## src/rtl/nwd_pkg.sv

```systemverilog
// nwd_pkg: shared types for the GCD (NWD) feeder.
//   NWD_W       : GCD unit operand/result width.
//   nwd_state_t : feeder FSM states.
//   nwd_pair_t  : operand pair layout; FIFO words use this {a, b} packing.
package nwd_pkg;

  localparam int NWD_W = 8;

  typedef enum logic [2:0] {
    IDLE,
    ISSUE,
    WAIT_LOW,
    WAIT_HIGH,
    HOLD
  } nwd_state_t;

  typedef struct packed {
    logic [NWD_W-1:0] a;
    logic [NWD_W-1:0] b;
  } nwd_pair_t;

endpackage

```

## src/rtl/nwd_fifo.sv

```systemverilog
// nwd_fifo: small operand-pair FIFO, {a, b} packed into 2*W bits.
// Ports:
//   clk, nrst       : clock, asynchronous active-low reset
//   push, push_data : write request (ignored while full) and data
//   pop             : read request (ignored while empty)
//   head_data       : entry at the head (valid when !empty)
//   full, empty     : occupancy flags
//   count           : number of stored entries
module nwd_fifo
  import nwd_pkg::*;
#(
  parameter int W     = NWD_W,
  parameter int DEPTH = 4
) (
  input  logic                   clk,
  input  logic                   nrst,
  input  logic                   push,
  input  logic [2*W-1:0]         push_data,
  input  logic                   pop,
  output logic [2*W-1:0]         head_data,
  output logic                   full,
  output logic                   empty,
  output logic [$clog2(DEPTH):0] count
);

  localparam int AW = $clog2(DEPTH);
  localparam logic [AW:0] FULL_CNT = (AW+1)'(DEPTH);

  logic [2*W-1:0] mem [DEPTH];
  logic [AW-1:0]  wr_ptr;
  logic [AW-1:0]  rd_ptr;
  logic           do_push;
  logic           do_pop;

  // Full blocks the push even when a pop happens in the same cycle.
  assign full      = (count == FULL_CNT);
  assign empty     = (count == '0);
  assign do_push   = push && !full;
  assign do_pop    = pop && !empty;
  assign head_data = mem[rd_ptr];

  // Storage holds data only; it needs no reset.
  always_ff @(posedge clk) begin
    if (do_push) mem[wr_ptr] <= push_data;
  end

  // DEPTH is a power of two, so pointers wrap by natural overflow.
  always_ff @(posedge clk or negedge nrst) begin
    if (!nrst) begin
      wr_ptr <= '0;
      rd_ptr <= '0;
      count  <= '0;
    end else begin
      if (do_push) wr_ptr <= wr_ptr + 1'b1;
      if (do_pop)  rd_ptr <= rd_ptr + 1'b1;
      case ({do_push, do_pop})
        2'b10:   count <= count + 1'b1;
        2'b01:   count <= count - 1'b1;
        default: count <= count;
      endcase
    end
  end

endmodule

```

## src/rtl/nwd_feeder.sv

```systemverilog
// nwd_feeder: buffers operand pairs and sequences them through the GCD unit.
// Pairs with a zero operand or equal operands are resolved here, because the
// GCD unit never finishes (or never writes its output) for them.
// Ports:
//   clk, nrst                     : clock, asynchronous active-low reset
//   in_valid/in_ready/in_a/in_b   : operand pair stream (in_ready = !full)
//   res_valid/res_ready/res_out   : result stream, one result per pair
//   res_bypass                    : result was produced without the GCD unit
//   core_start/core_ina/core_inb  : command to the GCD unit
//   core_ready/core_out           : GCD unit status and result
//   fifo_count                    : operand FIFO occupancy
module nwd_feeder
  import nwd_pkg::*;
#(
  parameter int W     = NWD_W,
  parameter int DEPTH = 4
) (
  input  logic                   clk,
  input  logic                   nrst,
  input  logic                   in_valid,
  output logic                   in_ready,
  input  logic [W-1:0]           in_a,
  input  logic [W-1:0]           in_b,
  output logic                   res_valid,
  input  logic                   res_ready,
  output logic [W-1:0]           res_out,
  output logic                   res_bypass,
  output logic                   core_start,
  output logic [W-1:0]           core_ina,
  output logic [W-1:0]           core_inb,
  input  logic                   core_ready,
  input  logic [W-1:0]           core_out,
  output logic [$clog2(DEPTH):0] fifo_count
);

  nwd_state_t     state;
  nwd_state_t     state_n;
  logic [W-1:0]   opa;
  logic [W-1:0]   opb;
  logic [W-1:0]   res_n;
  logic           byp_n;
  logic           op_load;
  logic           fifo_pop;
  logic           fifo_full;
  logic           fifo_empty;
  logic [2*W-1:0] head_data;
  logic [W-1:0]   head_a;
  logic [W-1:0]   head_b;

  nwd_fifo #(
    .W     (W),
    .DEPTH (DEPTH)
  ) u_fifo (
    .clk       (clk),
    .nrst      (nrst),
    .push      (in_valid),
    .push_data ({in_a, in_b}),
    .pop       (fifo_pop),
    .head_data (head_data),
    .full      (fifo_full),
    .empty     (fifo_empty),
    .count     (fifo_count)
  );

  assign {head_a, head_b} = head_data;
  assign in_ready  = !fifo_full;
  assign res_valid = (state == HOLD);
  // Operands stay registered, so the GCD unit sees them stable from
  // ISSUE until the result is captured.
  assign core_ina  = opa;
  assign core_inb  = opb;

  always_comb begin
    state_n    = state;
    res_n      = res_out;
    byp_n      = res_bypass;
    op_load    = 1'b0;
    fifo_pop   = 1'b0;
    core_start = 1'b0;
    case (state)
      // res_valid is always 0 here, so only FIFO emptiness gates the pop.
      // Degenerate pairs are decided on the head itself, giving the result
      // one cycle after the head appears.
      IDLE: begin
        if (!fifo_empty) begin
          fifo_pop = 1'b1;
          op_load  = 1'b1;
          if (head_a == '0 || head_b == '0) begin
            res_n   = head_a | head_b;
            byp_n   = 1'b1;
            state_n = HOLD;
          end else if (head_a == head_b) begin
            res_n   = head_a;
            byp_n   = 1'b1;
            state_n = HOLD;
          end else begin
            state_n = ISSUE;
          end
        end
      end
      ISSUE: begin
        if (core_ready) begin
          core_start = 1'b1;
          state_n    = WAIT_LOW;
        end
      end
      // The unit drops ready at the edge that ends ISSUE; skip one cycle so
      // the pre-start ready level is not mistaken for completion.
      WAIT_LOW: state_n = WAIT_HIGH;
      WAIT_HIGH: begin
        if (core_ready) begin
          res_n   = core_out;
          byp_n   = 1'b0;
          state_n = HOLD;
        end
      end
      HOLD: begin
        if (res_ready) state_n = IDLE;
      end
      default: state_n = IDLE;
    endcase
  end

  always_ff @(posedge clk or negedge nrst) begin
    if (!nrst) begin
      state      <= IDLE;
      opa        <= '0;
      opb        <= '0;
      res_out    <= '0;
      res_bypass <= 1'b0;
    end else begin
      state      <= state_n;
      res_out    <= res_n;
      res_bypass <= byp_n;
      if (op_load) begin
        opa <= head_a;
        opb <= head_b;
      end
    end
  end

  // A GCD unit still ready one cycle after start broke the handshake; the
  // feeder carries on and takes whatever core_out shows when ready is seen.
  always @(posedge clk) begin
    if (nrst && state == WAIT_LOW) begin
      assert (!core_ready)
        else $warning("nwd_feeder: core_ready still high one cycle after core_start");
    end
  end

endmodule

```

## config.mk

```make
export PLATFORM = sky130hd
export DESIGN_NAME = nwd_feeder
export DESIGN_NICKNAME = d
export VERILOG_FILES = /design/src/rtl/nwd_pkg.sv /design/src/rtl/nwd_fifo.sv /design/src/rtl/nwd_feeder.sv
export SDC_FILE = /design/constraint.sdc
export NUM_CORES = 1
export LEC_CHECK = 0
export CAP_MARGIN = 20
export CORE_MARGIN = 2
export CORE_UTILIZATION = 45
export DETAILED_ROUTE_END_ITERATION = 6
export PLACE_DENSITY_LB_ADDON = 0.08
export SLEW_MARGIN = 0
export SYNTH_ARGS = -nofsm -noshare
export SYNTH_HDL_FRONTEND = slang
export SYNTH_SLANG_ARGS = --single-unit
```

## constraint.sdc

```tcl
create_clock -name clk -period 7.2 [get_ports clk]
set_input_delay 1.44 -clock clk [delete_from_list [all_inputs] [get_ports clk]]
set_output_delay 1.44 -clock clk [all_outputs]
set_load 0.005 [all_outputs]
```

==> flow_metrics.env <==
export IMPL_synth_nets=316
export IMPL_drive_gt1_share_pct=10.6
export IMPL_pwr_share_clk_pct=17.7
export IMPL_slew_headroom_pct=34.8
export IMPL_seq_power_share_pct=44.6
export IMPL_min_to="core_ina[7]$_DFFE_PN0P_"
export IMPL_max_freq_mhz=241
export IMPL_post_route_period_util_pct=57.5
export IMPL_cts_sink_count=99
export IMPL_fp_row_count=35
export IMPL_synthToLayoutAreaGrowth_pct=20.5
export IMPL_n_antenna_cell=0
export IMPL_io_pins=60
export IMPL_whs_ps=487
export IMPL_port_buffers=59
export IMPL_vias=2408
export IMPL_cts_tree="done"
export IMPL_clkTransAtPathRegs_ps=90
export IMPL_via_per_inst=5.35
export IMPL_setup_tns_ps=0
export IMPL_clockRootBuffer="clkbuf_8"
export IMPL_cts_setup_buffers=0
export IMPL_setup_violations=0
export IMPL_grt_max_degree=46
export IMPL_seq_area_frac_synth_pct=65.9
export IMPL_final_common_cell="edfxtp_1"
export IMPL_p_per_area_nw_per_um2=396
export IMPL_cts_buffers=9
export IMPL_synth_seq_cells=99
export IMPL_ys_warn_count=0
export IMPL_p_leak_nw=1.95
export IMPL_ant_nets=0
export IMPL_syn_inst=273
export IMPL_dieArea_sq_um=10200
export IMPL_grt_pass1_wl_um=12600
export IMPL_drc=0
export IMPL_drt_iter0_drc=111
export IMPL_slew_viol_final=0
export IMPL_antenna_found_initial=0
export IMPL_hold_viol=0
export IMPL_start_kind="input port"
export IMPL_grt_overflow=0
export IMPL_cp_data_required_time_ps=5760
export IMPL_rsz0062_at_grt="false"
export IMPL_dr_pass1_iters=4
export IMPL_max_cap_violations=0
export IMPL_final_nets=377
export IMPL_hpwl_um=5240
export IMPL_core_area_sq_um=9200
export IMPL_place_congestion=0.775
export IMPL_peakVddDrop_uv=144
export IMPL_critical_path_class="in -> out"
export IMPL_worst_skew_pair_late_latency_ps=360
export IMPL_die_x_um=101
export IMPL_intPower_mw=1.35
export IMPL_cts_resized=0
export IMPL_r2r_start="u_fifo.rd_ptr[0]$_DFFE_PN0P_"
export IMPL_htree_levels=3
export IMPL_p_sw_mw=0.674
export IMPL_swShare_pct=33.3
export IMPL_grt_pass1_vias=2416
export IMPL_fin_crit_ps=4140
export IMPL_syn_avg_cell_area_sq_um=15.5
export IMPL_fp_dieH_um=101
export IMPL_finClkSkew_ps=11.4
export IMPL_hold_class="reg -> reg"
export IMPL_r2r_worst_path_cells=8
export IMPL_grtUsageTotal_pct=16.5
export IMPL_most_common_layout_cells="64 x edfxtp_1, 59 x clkdlybuf4s50_1, 35 x dfrtp_1, 25 x nand2_1, 23 x inv_1"
export IMPL_synth_cell_types=32
export IMPL_hold_start="core_ina[7]$_DFFE_PN0P_"
export IMPL_timing_rr_end="res_out[4]$_DFFE_PN0P_"
export IMPL_whs_path_depth=2
export IMPL_cts_buffer_depth=2
export IMPL_crit_fanout=3
export IMPL_worst_ep_arrival_time_ps=2700
export IMPL_comb_power_share_pct=37.8
export IMPL_reg2reg_slack_ps=3550
export IMPL_routed_wl_um=7780
export IMPL_start_util_pct=46.1
export IMPL_wire_per_inst_um=17.3
export IMPL_tightestPinTransition_ps=979
export IMPL_cts_hold_buf=0
export IMPL_status="complete, no violations"
export IMPL_syn_area_sq_um=4240
export IMPL_crit_path_end_kind="primary output"
==> how the worst max path moves through the flow <==
stage	cells after the start	slack, ps	to	from
detailed placement	4	3060	core_start	core_ready
global route	4	2990	core_start	core_ready
CTS	4	3060	core_start	core_ready
global placement	4	3070	core_start	core_ready
floorplan	2	4090	core_start	core_ready
finish	4	3060	core_start	core_ready
==> layout make-up <==
class / count / area (sq um)
sequential: 99 / 2800
clock inverter: 5 / 58.8
inverter: 24 / 90.1
timing repair buffer: 61 / 606
multi-input combinational: 139 / 1280
tap: 111 / 139
clock buffer: 11 / 141
fill: 757 / 4080
==> cells in the mapped netlist <==
| master | number | area (sq um) |
|---|---|---|
| inv_2 | 1 | 3.75 |
| a21oi_1 | 1 | 5.00 |
| buf_12 | 1 | 20.0 |
| a221oi_2 | 1 | 15.0 |
| dfrtp_1 | 35 | 876 |
| nor4_1 | 4 | 25.0 |
| inv_1 | 23 | 86.3 |
| and2_1 | 1 | 6.26 |
| or4_1 | 9 | 67.6 |
| o2111a_1 | 8 | 90.1 |
| nor3_1 | 2 | 10.0 |
| ha_1 | 13 | 163 |
| xor2_1 | 3 | 26.3 |
| clkbuf_1 | 6 | 22.5 |
| buf_2 | 2 | 10.0 |
| and3_1 | 4 | 25.0 |
| or3b_1 | 1 | 8.76 |
| nor4_2 | 2 | 25.0 |
| o21ai_0 | 20 | 100 |
| buf_6 | 2 | 22.5 |
| fa_1 | 1 | 20.0 |
| o221ai_1 | 1 | 8.76 |
| a22o_4 | 1 | 17.5 |
| edfxtp_1 | 64 | 1920 |
| mux4_1 | 11 | 289 |
| mux4_2 | 5 | 113 |
| or2_2 | 8 | 50.1 |
| nand3_1 | 9 | 45.0 |
| xnor2_1 | 4 | 35.0 |
| a2bb2oi_4 | 1 | 26.3 |
| nand2_1 | 25 | 93.8 |
| nor2_1 | 4 | 15.0 |
==> power by group through the flow <==
stage          combinational (mW)  sequential, mW  clock, mW
2_1_floorplan               0.508           0.867          0
3_3_place_gp                0.767           0.917          0
3_5_place_dp                0.777           0.921          0
4_1_cts                     0.780           0.908      0.366
5_1_grt                     0.868           0.926      0.389
6_report                    0.765           0.903      0.358
==> cell families after synthesis <==
group           Yosys count  share of synthesized area, %
compound gates           33                          6.19
mux                      16                          9.47
fa+ha+maj                14                          4.31
buf+inv                  35                          3.89
xor+xnor                  7                          1.45
flops                    99                          65.9
simple gates             69                          8.76
==> routing by layer <==
layer / up-vias / routed length, um / global-route usage, %
met5: - / 0 / 0
met4: 0 / 123 / 6.24
met3: 11 / 346 / 2.98
met2: 63 / 3730 / 27.3
met1: 1176 / 3580 / 21.9
li1: 1158 / - / -
==> flip-flops by register name (all words and copies together), names as in the netlist, 2 cells and up <==
signal and flops:
u_fifo.rd_ptr 2, u_fifo.wr_ptr 2, core_inb 8, u_fifo.mem 64, res_out 8, core_ina 8
u_fifo.count 3, state 3
==> worst max-delay path, cell delays in order <==
cell,delay (ps)
clkdlybuf4s50_1,510
nand2_1,90
nor3_1,140
clkdlybuf4s50_1,520
==> metrics by stage <==
stage               cell area [sq um]  utilization (%)  setup WS [ps]  cells  power (mW)
floorplan                        4240                -           4090    273        1.38
global placement                 4910             53.4           3070    434        1.68
detailed placement               4910             53.4           3060    434        1.70
CTS                              5110             55.6           3060    450        2.05
global route                     5110             55.6           2990    450        2.18
finish                           5110             55.6           3060    450        2.03
(Power assumes the default switching activity.)
==> RTL edit 1: new RTL, same flow settings <==
`res_out` no longer has a reset.
--- a/src/rtl/nwd_feeder.sv
+++ b/src/rtl/nwd_feeder.sv
@@ -126,17 +126,19 @@
       state      <= IDLE;
       opa        <= '0;
       opb        <= '0;
-      res_out    <= '0;
       res_bypass <= 1'b0;
     end else begin
       state      <= state_n;
-      res_out    <= res_n;
       res_bypass <= byp_n;
       if (op_load) begin
         opa <= head_a;
         opb <= head_b;
       end
     end
+  end
+
+  always_ff @(posedge clk) begin
+    res_out <= res_n;
   end
 
   // A GCD unit still ready one cycle after start broke the handshake; the
Check against the original RTL: differs if nrst is asserted again (counterexample within 4 cycles, from zero or initial values and one cycle with nrst low); with nrst held inactive, the same outputs for 10 cycles.
==> RTL edit 1 against the original RTL <==
Design area grew 1.5%. Combinational power grew 4.3%. Core utilization grew 0.82 points. Routed wire length shrank 5.6%. Sequential cell count is the same. Power grew 3.3%. Area after synthesis grew 0.41%. Worst setup slack lost 0.063 ns. Global-route usage shrank 1.2 points.
==> RTL edit 1: results (changes against the original RTL) <==
Status
  • Run status: finished, final reports clean

GRT
  • Total track usage: 15.3% (-1.2 points)
  • Met1 Use GR: 21.0% (-0.85 points)
  • Met3 usage: 3.04% (+0.055 points)
  • First-pass GRT wire length: 11600 um (-7.4%)
  • Vias in the first global route: 2250 (-6.9%)
  • Met2 global-route usage: 24.4% (-2.9 points)
  • Largest net degree at the start of global routing: 36 (-22%)

Placed design
  • Hpwl dp: 4950 um (-5.5%)
  • GPL Wtd Cong: 0.759 (-2.0%)

Power
  • Combinational Power Share: 38.1% (+0.3 points)
  • Leak Pwr: 2.05 nW (+5.2%)
  • Tot Pwr: 2.09 mW (+3.3%)
  • Clock Power Share: 18.7% (+1.0 points)
  • Switch share: 32.7% (-0.58 points)
  • VDD IR max: 0.000160 V (+11%)

Synth
  • Async SR Flop Fraction: 27.3% (-8.1 points)
  • Dominant cells by area after synthesis: edfxtp_1 (51%), dfrtp_1 (16%), mux4_1 (7.4%)
  • Number of synthesized flops with an enable pin: 72 (+13%)
  • Synth cell count leaders: edfxtp_1 (72), dfrtp_1 (27), inv_1 (27)
  • Syn_nets: 307 (-2.8%)
  • Post-Synth Adder-Cell Area: 4.29% (-0.018 points)
  • Register area share after synthesis: 66.6% (+0.67 points)
  • Xor/xnor share of the synthesized area: 1.44% (-0.0059 points)
  • Compound-cell area share of the yosys netlist: 5.02% (-1.2 points)
  • Proportion of synthesized area in mux cells: 12.3% (+2.9 points)

Detailed routing
  • Wirelength per Cell: 16.6 um (-4.1%)
  • Top layer in use: met4
  • Metal3 WL: 301 um (-13%)
  • DRT iter0 DRCs: 70 (-37%)
  • M1 WL: 3440 um (-3.8%)
  • Met2 wire len: 3500 um (-6.1%)
  • Vias after detailed routing: 2229 (-7.4%)

Clocking
  • Resize count post-CTS: 0 (unchanged)
  • Maximum level of the CTS H-tree: 3 (unchanged)

Finish
  • N_diodes: 0 (unchanged)
  • Fraction of layout cells with a size suffix above 1: 13.0% (+2.3 points)
  • Nets: 370 (-1.9%)
  • Max reg flops: 64 (unchanged)

Timing
  • Worst Skew: 0.0153 ns (+0.00394 ns)
  • Max-slew violation count: 0 (unchanged)
  • Slew headroom: 35.5% (+0.70 points)

Hold path
  • Hold Path Sink: core_ina[6]
  • HP Start: core_ina[6]

Setup path
  • Worst setup path endpoint: core_start
  • Max stage delay on crit path: 0.54 ns (+0.02 ns)
  • Slowest cell on crit path: clkdlybuf4s50_1
  • Reg2reg setup slack: 3.50 ns (-0.05 ns)
  • CP Max Fanout: 4 (+1)
  • Reg2Reg Depth: 8 (unchanged)
  • Crit path from: core_ready
  • RR Endpoint: res_out[5]
==> RTL edit 1: changes by cell type in the layout (fill, tap and decap cells not counted), moves of 8 or more <==
cell / change
or2_2: -8
dfrtp_1: -8
nor2_1: +9
edfxtp_1: +8
nand3_1: -8
o2111a_1: -8
a21oi_2: +8
mux2_4: +8
==> RTL edit 1: per-stage QoR <==
stage	cell area, sq um	hold WS (ns)	utilization [%]	cells	worst slack, ns
final	5190	0.490	56.4	443	2.99
after global routing	5190	0.520	56.4	443	2.96
after CTS	5160	0.498	56.1	442	2.99
after detailed placement	4940	0.473	53.7	426	2.98
after global placement	4940	0.470	53.7	426	3.01
after floorplan	4260	0.471	-	264	4.02
==> RTL edit 1: layout make-up <==
type                            instances  area [sq um]
Sequential cell                        99          2840
Clock buffer                            9           124
Inverter                               27           101
Clock inverter                          7          97.6
Timing Repair Buffer                   61           626
Fill cell                             766          4010
Multi-Input combinational cell        129          1260
Tap cell                              111           139
==> RTL edit 2: new RTL, same flow settings <==
Without the edit above. `DEPTH` is set to 4 in 2 places; all go to 2.
--- a/src/rtl/nwd_fifo.sv
+++ b/src/rtl/nwd_fifo.sv
@@ -10,7 +10,7 @@
   import nwd_pkg::*;
 #(
   parameter int W     = NWD_W,
-  parameter int DEPTH = 4
+  parameter int DEPTH = 2
 ) (
   input  logic                   clk,
   input  logic                   nrst,
--- a/src/rtl/nwd_feeder.sv
+++ b/src/rtl/nwd_feeder.sv
@@ -13,7 +13,7 @@
   import nwd_pkg::*;
 #(
   parameter int W     = NWD_W,
-  parameter int DEPTH = 4
+  parameter int DEPTH = 2
 ) (
   input  logic                   clk,
   input  logic                   nrst,
Interface: changed (resized fifo_count); port bits go from 60 to 59. The function was not compared with the original's and may differ.
==> RTL edit 2 against the original RTL <==
Fmax down 1.3%. Routed wire length shrank 28%. Area after synthesis shrank 33%. Sequential power decreased by 31%. Worst setup slack worse by 0.053 ns. Sequential cell count decreased by 35. Design area is 27% lower. Power shrank 20%. Critical endpoint unchanged. Highest routed layer unchanged.
==> RTL edit 2: results (changes against the original RTL) <==
Power
  • VDD IR max: 0.000217 V (+50%)
  • Leak Pwr: 1.52 nW (-22%)

Hold path
  • HP Start: u_fifo.wr_ptr
  • Hold Path Sink: u_fifo.wr_ptr

Finish
  • Clock buf count: 12 (+1)
  • Non-clk invs: 1 (-96%)
  • Seq area share: 47.1% (-7.6 points)
  • Non-clock buffer share: 17.1% (+5.2 points)
  • Comb_multi_in: 154 (+11%)
  • Multi-input gate area: 1030 sq um (-20%)
  • Max reg flops: 32 (-50%)

Synth
  • Number of synthesized flops with an enable pin: 32 (-50%)
  • Xor/xnor share of the synthesized area: 1.85% (+0.40 points)
  • Post-Synth Adder-Cell Area: 3.95% (-0.35 points)
  • Avg Cell Area, Syn: 12.3 sq um (-21%)
  • Syn_nets: 270 (-15%)
  • Synth cell count leaders: nor2_1 (51), dfrtp_1 (32), edfxtp_1 (32)
  • Register area share after synthesis: 61.9% (-4.1 points)
  • Async SR Flop Fraction: 50.0% (+15 points)
  • Dominant cells by area after synthesis: edfxtp_1 (34%), dfrtp_1 (28%), mux2i_1 (8.4%)
  • Post-synth design cell area: 2850 sq um (-33%)

Timing
  • Slew headroom: 49.8% (+15 points)

Status
  • Run status: finished, final reports clean

Placed design
  • GPL Wtd Cong: 0.705 (-9.1%)
  • Pre-CTS setup slack: 3.00 ns (-0.0629 ns)
  • Hpwl dp: 3970 um (-24%)

Detailed routing
  • Wirelength per Cell: 15.0 um (-13%)
  • Routed Wire Length: 5600 um (-28%)
  • Via density: 5.08 (-5.0%)

Setup path
  • Worst R2R Start: u_fifo.rd_ptr

Clocking
  • Clk pin slew, worst setup/hold paths: 0.07 ns (-0.02 ns)
==> RTL edit 2: cell count changes in the layout (fill, tap and decap cells not counted), moves of 8 or more <==
cell,before,now
o2111a_1,8,0
nor2_1,4,51
nand2_1,25,12
or2_2,8,0
inv_1,23,1
a31oi_1,0,9
edfxtp_1,64,32
o21ai_0,20,0
nand3_1,9,0
mux4_1,11,0
mux2i_1,0,24
a21oi_1,1,16
==> RTL edit 2: per-layer routing <==
metal | up-vias | part of all wire [%] | GRT usage [%] | routed length (um)
met5 | - | 0 | 0 | 0
met4 | 0 | 1.6 | 7.04 | 87
met3 | 10 | 5.3 | 5.04 | 299
met2 | 49 | 47 | 27.3 | 2620
met1 | 885 | 46 | 23.5 | 2590
li1 | 952 | - | - | -
==> RTL edit 2: report_power, final <==
group          switching [mW]  total (mW)  internal, mW
logic                   0.326       0.669         0.343
clock network           0.128       0.331         0.203
registers              0.0936       0.623         0.529
total                   0.547        1.62          1.07
